### src/rtl/cjb_stack_ctrl_v.sv
`default_nettype none
// ============================================================================
// Module   : cjb_stack_ctrl_v
// Brief    : Two-requester arbitration and sequencing controller for the
//            4-location hardware stack (PUSH/POP and call/return units).
//            Tracks occupancy, suppresses illegal strobes, keeps sticky
//            overflow/underflow flags and routes pop data back to its owner.
// Revision : 1.0 - initial release
// ============================================================================
module cjb_stack_ctrl_v #(
  parameter int n = 8,
  parameter int d = 4
) (
  input  logic         clock,
  input  logic         reset,
  input  logic         a_req,
  input  logic         a_op,
  input  logic [n-1:0] a_din,
  output logic         a_ack,
  input  logic         b_req,
  input  logic         b_op,
  input  logic [n-1:0] b_din,
  output logic         b_ack,
  output logic [n-1:0] rdata,
  output logic         rvalid,
  output logic         rsel,
  output logic         stk_push,
  output logic         stk_pop,
  output logic [n-1:0] stk_din,
  input  logic [n-1:0] stk_dout,
  output logic [2:0]   depth,
  output logic         full,
  output logic         empty,
  output logic         ovf,
  output logic         unf,
  input  logic         err_clr
);

  localparam logic [1:0] IDLE   = 2'd0;
  localparam logic [1:0] ISSUE  = 2'd1;
  localparam logic [1:0] POP_RD = 2'd2;

  localparam logic [2:0] DEPTH_MAX = 3'(d);

  logic [1:0]   state;
  logic         prio_b;   // 1: B wins when both request (A was granted last)
  logic         g_sel;    // grantee: 0 = A, 1 = B
  logic         g_op;     // granted operation: 0 = push, 1 = pop
  logic         g_legal;  // granted operation was legal at grant time

  logic         req_any;
  logic         pick_b;
  logic         pick_op;
  logic         pick_legal;
  logic [n-1:0] pick_din;

  // Arbitration choice and legality of the candidate request in IDLE
  always_comb begin
    req_any    = a_req | b_req;
    pick_b     = (a_req && b_req) ? prio_b : b_req;
    pick_op    = pick_b ? b_op  : a_op;
    pick_din   = pick_b ? b_din : a_din;
    pick_legal = pick_op ? (depth != 3'd0) : (depth < DEPTH_MAX);
  end

  assign full  = (depth == DEPTH_MAX);
  assign empty = (depth == 3'd0);

  // Grant / issue / pop-read sequencer with registered outputs and flags
  always_ff @(posedge clock or posedge reset) begin
    if (reset) begin
      state    <= IDLE;
      prio_b   <= 1'b0;
      g_sel    <= 1'b0;
      g_op     <= 1'b0;
      g_legal  <= 1'b0;
      a_ack    <= 1'b0;
      b_ack    <= 1'b0;
      stk_push <= 1'b0;
      stk_pop  <= 1'b0;
      stk_din  <= '0;
      rdata    <= '0;
      rvalid   <= 1'b0;
      rsel     <= 1'b0;
      depth    <= 3'd0;
      ovf      <= 1'b0;
      unf      <= 1'b0;
    end else begin
      // Pulses default low; a new error in ISSUE overrides the clear below
      a_ack    <= 1'b0;
      b_ack    <= 1'b0;
      stk_push <= 1'b0;
      stk_pop  <= 1'b0;
      rvalid   <= 1'b0;
      ovf      <= ovf & ~err_clr;
      unf      <= unf & ~err_clr;

      case (state)
        IDLE: begin
          if (req_any) begin
            state   <= ISSUE;
            g_sel   <= pick_b;
            g_op    <= pick_op;
            g_legal <= pick_legal;
            prio_b  <= ~pick_b;
            a_ack   <= ~pick_b;
            b_ack   <= pick_b;
            if (pick_legal) begin
              if (pick_op) begin
                stk_pop <= 1'b1;
              end else begin
                stk_push <= 1'b1;
                stk_din  <= pick_din;
              end
            end
          end
        end

        ISSUE: begin
          if (g_legal) begin
            depth <= g_op ? (depth - 3'd1) : (depth + 3'd1);
          end else if (g_op) begin
            unf <= 1'b1;
          end else begin
            ovf <= 1'b1;
          end
          state <= g_op ? POP_RD : IDLE;
        end

        POP_RD: begin
          // An illegal pop still answers, with zero data, so nobody waits forever
          rdata  <= g_legal ? stk_dout : '0;
          rsel   <= g_sel;
          rvalid <= 1'b1;
          state  <= IDLE;
        end

        default: state <= IDLE;
      endcase
    end
  end

endmodule
`default_nettype wire
### config.mk
export PLATFORM = sky130hd
export DESIGN_NAME = cjb_stack_ctrl_v
export DESIGN_NICKNAME = d
export VERILOG_FILES = /design/src/rtl/cjb_stack_ctrl_v.sv
export SDC_FILE = /design/constraint.sdc
export NUM_CORES = 1
export LEC_CHECK = 0
export BUFFER_PORTS_ARGS = -buffer_cell sky130_fd_sc_hd__clkbuf_2
export CORE_UTILIZATION = 42
export CTS_CLUSTER_SIZE = 14
export DETAILED_ROUTE_END_ITERATION = 10
export GPL_ROUTABILITY_DRIVEN = 0
export GPL_TIMING_DRIVEN = 0
export PLACE_DENSITY = 0.75
export SETUP_SLACK_MARGIN = 0.02
export SLEW_MARGIN = 20
export SYNTH_ARGS = -nofsm -noshare
export SYNTH_HDL_FRONTEND = slang
export SYNTH_SLANG_ARGS = --single-unit
### constraint.sdc
create_clock -name clock -period 1.6 [get_ports clock]
set_clock_uncertainty 0.05 [all_clocks]
set_input_delay 0.08 -clock clock [delete_from_list [all_inputs] [get_ports clock]]
set_output_delay 0.08 -clock clock [all_outputs]
set_load 0.02 [all_outputs]
==> run summary, run 1 <==
### Synth
* 0.588 — part of the Yosys area used for sequential elements
* 11.1 um^2 — mean instance size in the synthesized netlist
* 0 — YS warnings
* sky130_fd_sc_hd__dfrtp_1 — Most used DFF post-synth
* 158 — synthesized netlist net count
* 0 — number of synthesized flops with an enable pin
* 1400 um^2 — Synth Cell Area
* 33 — number of register bits inferred by synthesis
* 26 — count of cell types in the netlist
* 126 — Gate Count Post-Synth
* 1.00 — Async S/R FF share, synth

### Global routing
* 34 — pin count of the biggest net entering global routing
* 0.221 — global-route met1 utilization
* met2 — Top Usage Layer GRT
* 1179 — vias in the first global route
* 0 — initial antenna violation count
* 5000 um — global-route wire length before repair
* 0.0455 — GR met3 Demand/Resource
* 0 — total overflow reported by the global router
* 0.341 — met2 Track Usage GR
* 0.191 — global routing usage summed across all routing layers

### Pwr
* 1830 nW/um^2 — power per unit of standard cell area
* 1.06 nW — leak pwr
* 878 uV — Peak VDD IR

### Floorplan
* 3100 um^2 — Placeable Area
* 60 — count of boundary I/O pins
* 20 — row count
* 0.452 — starting utilization of the core area
* 59.8 um — vertical die dimension
* 3580 um^2 — floorplan die area
* 59.8 um — overall die width

### Drt
* 3160 um — Total Wirelength
* 12.6 um — routed length per instance
* 0 — Remaining DRCs
* 1221 — vias
* 39 — DR iter-0 viols
* 4 — First-pass DRT Iterations
* 4.86 — post-detailed-route via-to-cell ratio
* 0 — count of nets left with antenna violations after detail routing

### Timing
* 0.988 — ratio of final minimum period to clock period
* 0.553 — normalized max-slew margin
* 0 — number of failing setup endpoints in the final timing report
* 0 — Max Slew Vio Count
* 633 MHz — Highest Clock Rate
* 1.58 ns — Final min period
* 0.0198 ns — crit path setup slack, layout
* true — RSZ-0062 raised after global routing
* 0 — final hold vios
* 0.670 ns — transition at the pin with the smallest max-transition slack

### Worst hold path
* stk_din[3] — Min-Delay Endpoint
* 3 — number of cells on the worst hold path
* in2reg — worst hold path type
* a_din[3] — HP Start

### Worst setup path
* flip-flop — type of destination of the critical path
* 4 — critical-path maximum fanout
* sky130_fd_sc_hd__dfrtp_2 — Crit-path slowest cell
* stk_din[5] — reg-to-reg endpoint
* reg2reg — critical path start-end classification
* simple AND/OR/NAND/NOR gates — CP delay by family, top
* nor4_4 > nand3_2 > clkinvlp_4 > mux2_4 — cell-by-cell listing of the critical path
* flip-flop — CP startpoint kind
* 0.46 ns — slowest stage delay, CP
* 4 — depth of the critical timing path with buffers and inverters included
* 1.74 ns — signal arrival time at the worst endpoint
* 4 — number of cell instances on the worst register-to-register path
* 1.76 ns — required time of the critical path
* state[1] — Reg2Reg Launch Point
* 1 — number of buffers and inverters on the critical path
* 0.02 ns — FF-to-FF setup slack

### Place
* 1750 um^2 — Post-Place Cell Area
* -0.0931 ns — pre-CTS setup slack
* 229 — cell total after placement
* 2120 um — hpwl dp
* 59 — count of input and output buffers

### Clock network
* 33 — clock sink count
* 5 — TritonCTS buffer count
* built — TritonCTS clock tree
* 2 — maximum clock path buffer count
* 2 — maximum level of the CTS H-tree
* sky130_fd_sc_hd__clkbuf_4 — master cell of the clock root buffer
* 0.32 ns — clock network latency to the later pin of the worst-skew pair
* 0.09 ns — clock slew at reported path FFs

### Layout
* 2030 um^2 — Design Area, Final
* 0.493 — layout cells sized above 1
* 0 — count of inserted antenna diode cells
* 44.7% — layout overhead on the synthesized area
* 251 — Post-Layout Cell Count
* 239 — Post-layout nets

### Status
* finished, final reports clean — status

### Job
* 0 — maxcap violations

[worst min-delay path, cell delays in order]
cell and delay (ns):
sky130_fd_sc_hd__clkbuf_2 0.07, sky130_fd_sc_hd__mux2_2 0.13, sky130_fd_sc_hd__mux2_4 0.13
[per-stage QoR]
stage,util,power [W],hold slack (ns),TNS [ns]
finish,0.655,0.00372,0.0641,0
CTS,0.638,0.00361,0.0515,0
detailed placement,0.565,0.00302,0.162,-0.647
floorplan,-,0.00249,0.129,0
global route,0.655,0.00400,0.0495,-0.204
global placement,0.565,0.00293,0.231,-0.298
[placed cells by master, fill, tap and decap left out, types with 2 or more instances in the layout]
master	instances
sky130_fd_sc_hd__dfrtp_2	4
sky130_fd_sc_hd__nor2b_1	2
sky130_fd_sc_hd__clkbuf_1	3
sky130_fd_sc_hd__nor2_1	6
sky130_fd_sc_hd__clkbuf_2	60
sky130_fd_sc_hd__inv_1	10
sky130_fd_sc_hd__nand2_1	22
sky130_fd_sc_hd__o21ai_0	11
sky130_fd_sc_hd__buf_4	3
sky130_fd_sc_hd__mux2_4	8
sky130_fd_sc_hd__dlygate4sd3_1	10
sky130_fd_sc_hd__and2_1	2
sky130_fd_sc_hd__mux2_2	9
sky130_fd_sc_hd__dfrtp_1	29
sky130_fd_sc_hd__xor2_1	2
sky130_fd_sc_hd__clkbuf_4	5
[where the power goes]
| part | leakage, nW | internal (W) | total [W] | switching, W |
|---|---|---|---|---|
| combinational | 0.615 | 0.000776 | 0.00179 | 0.00101 |
| sequential | 0.410 | 0.00120 | 0.00148 | 0.000277 |
| clock | 0.0314 | 0.000207 | 0.000459 | 0.000252 |
[repair_timing]
item                                    CTS  global route
buffers inserted                          4             0
gates cloned                              1             0
endpoints found under the setup margin    8            10
hold buffers                             10             0
gates resized for setup                   5            15
hold endpoints to repair                 43             0
pin swaps                                 2             2
[cell type report]
class | count | area, um^2
Fill cell | 274 | 1070
Sequential cell | 33 | 831
Multi-Input combinational cell | 77 | 581
Timing Repair Buffer | 73 | 438
Clock buffer | 7 | 55.1
Tap cell | 44 | 55.1
Inverter | 12 | 47.5
Buffer | 4 | 17.5
Timing Repair inverter | 1 | 7.51
[logic make-up (layout without fill, tap and decap cells)]
logic type / Yosys count / after routing / synth area share
fa+ha+maj: 1 / 1 / 0.0143
buf+inv: 16 / 97 / 0.0446
flops: 33 / 33 / 0.588
compound gates: 17 / 17 / 0.0767
xor+xnor: 3 / 3 / 0.0187
mux: 17 / 17 / 0.136
simple gates: 39 / 39 / 0.121
[sequential cells by signal (all words and copies together), names as in the netlist, 2 cells and up]
name     count
state        2
rdata        8
depth        3
stk_din      8
[Yosys cell counts (2+ instances only)]
cell type	n	share of area
sky130_fd_sc_hd__nor3_1	2	0.0071
sky130_fd_sc_hd__nor2_1	6	0.016
sky130_fd_sc_hd__nor2b_1	2	0.0089
sky130_fd_sc_hd__dfrtp_1	33	0.59
sky130_fd_sc_hd__and2_1	2	0.0089
sky130_fd_sc_hd__o21ai_0	12	0.043
sky130_fd_sc_hd__clkbuf_1	2	0.0053
sky130_fd_sc_hd__nand2_1	22	0.059
sky130_fd_sc_hd__mux2_2	17	0.14
sky130_fd_sc_hd__xor2_1	2	0.012
sky130_fd_sc_hd__inv_1	11	0.029
[metal layers]
layer / wire, um / vias to the layer above
met5: 0 / -
met4: 48 / 0
met3: 156 / 6
met2: 1620 / 50
met1: 1340 / 592
li1: - / 573
[how the worst max path moves through the flow]
stage | from | endpoint | slack [ns]
CTS | depth[2] | stk_din[4] | 0.02
detailed placement | prio_b | stk_din[4] | -0.09
floorplan | depth[2] | stk_din[0] | 0.04
finish | state[1] | stk_din[5] | 0.02
global placement | prio_b | stk_din[3] | -0.04
global route | state[1] | stk_din[5] | -0.03
No activity file was read; power rests on OpenSTA's default activity.
==> run 2, diff against run 1 <==
- ABC_AREA: default -> 1
- CORE_UTILIZATION: 42 -> 43
- PLACE_DENSITY: 0.75 -> 0.79
==> run summary, run 2 <==
### Status
* finished, final reports clean — status

### Synth
* 33 — number of register bits inferred by synthesis
* 0 — number of synthesized flops with an enable pin
* sky130_fd_sc_hd__dfrtp_1 — Most used DFF post-synth
* 0 — multiplexer share of the synthesized area
* sky130_fd_sc_hd__dfrtp_1 — cell type with the highest aggregate area in the netlist
* 1.00 — Async S/R FF share, synth
* 0.555 — part of the Yosys area used for sequential elements
* 0.0370 — compound-cell area share of the yosys netlist
* 0.314 — simple logic cell fraction of the synthesized area
* 57 x sky130_fd_sc_hd__nand2_1, 33 x sky130_fd_sc_hd__dfrtp_1, 26 x sky130_fd_sc_hd__nand3_1, 17 x sky130_fd_sc_hd__inv_1, 4 x sky130_fd_sc_hd__nor2_1 — most frequent cells after synthesis
* 25 — count of cell types in the netlist
* 0.0177 — parity-gate share of the synthesized area counting xor and xnor cells
* 9.02 um^2 — mean instance size in the synthesized netlist
* 197 — synthesized netlist net count
* 0.0135 — post-synthesis share of cell area spent on full adders, half adders and majority gates
* 0 — YS warnings
* 0.555 — proportion of netlist area held by the largest area contributor
* sky130_fd_sc_hd__dfrtp_1 56%, sky130_fd_sc_hd__nand2_1 14%, sky130_fd_sc_hd__nand3_1 8.7% — synth top area cells
* 1490 um^2 — Synth Cell Area
* simple AND/OR/NAND/NOR gates — largest family of logic cells by synthesized area
* sky130_fd_sc_hd__nand2_1 — most repeated cell in the gate-level netlist after synthesis
* 165 — Gate Count Post-Synth

### Layout
* 36.0% — layout overhead on the synthesized area
* sky130_fd_sc_hd__clkbuf_2 — most common cell after layout, fill and taps aside
* 286 — Post-Layout Cell Count
* 0 — count of inserted antenna diode cells
* 0.335 — layout cells sized above 1
* rdata (8), stk_din (8), depth (3) — biggest regs
* 273 — Post-layout nets
* 2020 um^2 — Design Area, Final
* 283 — number of fillers in the final layout
* 59 x sky130_fd_sc_hd__clkbuf_2, 57 x sky130_fd_sc_hd__nand2_1, 33 x sky130_fd_sc_hd__dfrtp_1 — most frequent cells in the layout

### Floorplan
* 20 — row count
* 60.8 um — overall die width
* 60 — count of boundary I/O pins
* 60.8 um — vertical die dimension
* 3700 um^2 — floorplan die area
* 0.468 — starting utilization of the core area
* 3180 um^2 — Placeable Area

### Worst setup path
* flip-flop — CP startpoint kind
* 0.43 ns — slowest stage delay, CP
* 1.62 ns — signal arrival time at the worst endpoint
* 1.77 ns — required time of the critical path
* sky130_fd_sc_hd__fa_1 — Crit-path slowest cell
* flip-flop — type of destination of the critical path
* reg2reg — critical path start-end classification
* 1 — number of buffers and inverters on the critical path
* adder cells — CP delay by family, top
* inv_1 > fa_1 > xnor2_1 > nand2_1 > xor2_1 — cell-by-cell listing of the critical path
* 4 — critical-path maximum fanout

### Clock network
* 33 — clock sink count
* 0.33 ns — clock network latency to the later pin of the worst-skew pair
* 2 — maximum level of the CTS H-tree
* 0.10 ns — clock slew at reported path FFs
* 5 — TritonCTS buffer count
* built — TritonCTS clock tree
* sky130_fd_sc_hd__clkbuf_4 — master cell of the clock root buffer
* 2 — maximum clock path buffer count
* 0 — number of buffers inserted by post-CTS setup repair
* 0 — post-cts repair resize count

### Drt
* 38 — DR iter-0 viols
* 4.66 — post-detailed-route via-to-cell ratio
* 4 — First-pass DRT Iterations
* 1333 — vias
* 3260 um — Total Wirelength
* 0 — count of nets left with antenna violations after detail routing
* 0 — Remaining DRCs
* 11.4 um — routed length per instance

### Pwr
* 0.00383 W — Final Total Pwr
* 1.18 nW — leak pwr
* 913 uV — Peak VDD IR
* 1890 nW/um^2 — power per unit of standard cell area

### Place
* 268 — cell total after placement
* 59 — count of input and output buffers
* 1840 um^2 — Post-Place Cell Area
* 2220 um — hpwl dp
* 0.159 ns — pre-CTS setup slack

### Timing
* 0 ns — Post-Route Setup TNS
* 688 MHz — Highest Clock Rate
* 0.566 — normalized max-slew margin
* 0.146 ns — crit path setup slack, layout
* false — RSZ-0062 raised after global routing
* 1.45 ns — Final min period
* 0 — Max Slew Vio Count
* 0.649 ns — transition at the pin with the smallest max-transition slack
* 0.909 — ratio of final minimum period to clock period
* 0 — number of failing setup endpoints in the final timing report
* 0 — final hold vios

### Global routing
* 0.192 — global routing usage summed across all routing layers
* 0 — total overflow reported by the global router
* 34 — pin count of the biggest net entering global routing
* 1130 — vias in the first global route
* 4950 um — global-route wire length before repair
* 0 — initial antenna violation count

### Job
* 0 — maxcap violations

### Worst hold path
* in2reg — worst hold path type

==> run 2: changes by cell type after synthesis, sizes merged, moves of 2 or more <==
cell / change
nand2: +40
nand3: +26
mux2: -17
o21ai: -9
inv: +6
and2: -2
clkbuf: -2
nor2: +2
nor2b: -2
==> run 2: metrics by stage <==
step	hold slack (ns)	utilization
3_3_place_gp	0.256	0.578
2_1_floorplan	0.159	-
3_5_place_dp	0.146	0.578
5_1_grt	0.00228	0.637
6_report	0.0171	0.637
4_1_cts	0.00315	0.637
==> run 2: path summary, 6_finish.rpt <==
kind                                 start    endpoint  slack, ns  depth (start not counted)
worst max register to register    depth[0]    depth[2]       0.15                          5
worst min-delay path              a_din[3]  stk_din[3]       0.02                          5
worst max-delay path              depth[0]    depth[2]       0.15                          5
min in group asynchronous            reset    state[0]       0.32                          3
worst min register to register  stk_din[4]  stk_din[4]       0.43                          2
max in group asynchronous            reset  stk_din[2]       0.76                          3
==> run 2: kinds of logic after synthesis <==
kind of cell / Yosys count
buf+inv: 21
fa+ha+maj: 1
compound gates: 8
xor+xnor: 3
simple gates: 99
flops: 33
==> run 2: timing repair <==
item | CTS | global route
hold endpoints to repair | 42 | 0
hold buffers | 10 | 0
endpoints found under the setup margin | 0 | 0
==> run 2: worst min-delay path: stages <==
cell                       delay (ns)
sky130_fd_sc_hd__clkbuf_2        0.08
sky130_fd_sc_hd__nand2_1         0.05
sky130_fd_sc_hd__nand2_1         0.04
sky130_fd_sc_hd__nand3_1         0.07
sky130_fd_sc_hd__nand2_1         0.05
==> run 2: routing by layer <==
layer / vias to the layer above / share of wire / track usage
met5: - / 0 / 0
met4: 0 / 0.014 / 0.0779
met3: 5 / 0.061 / 0.0725
met2: 43 / 0.48 / 0.309
met1: 610 / 0.45 / 0.232
li1: 675 / - / -
==> run 2: power by group <==
group          switching, W  internal [W]  total, W
sequential         0.000232       0.00121   0.00144
clock              0.000266      0.000373  0.000639
combinational       0.00116      0.000593   0.00175
total               0.00166       0.00217   0.00383
==> run 2: cell type report <==
class	instances	area, um^2	share of cell area
Clock inverter	1	30.0	0.0148
Multi-Input combinational cell	111	568	0.281
Sequential cell	33	826	0.408
Timing Repair Buffer	69	395	0.195
Buffer	3	26.3	0.0130
Clock buffer	7	55.1	0.0272
Tap cell	44	55.1	0.0272
Inverter	18	67.6	0.0334
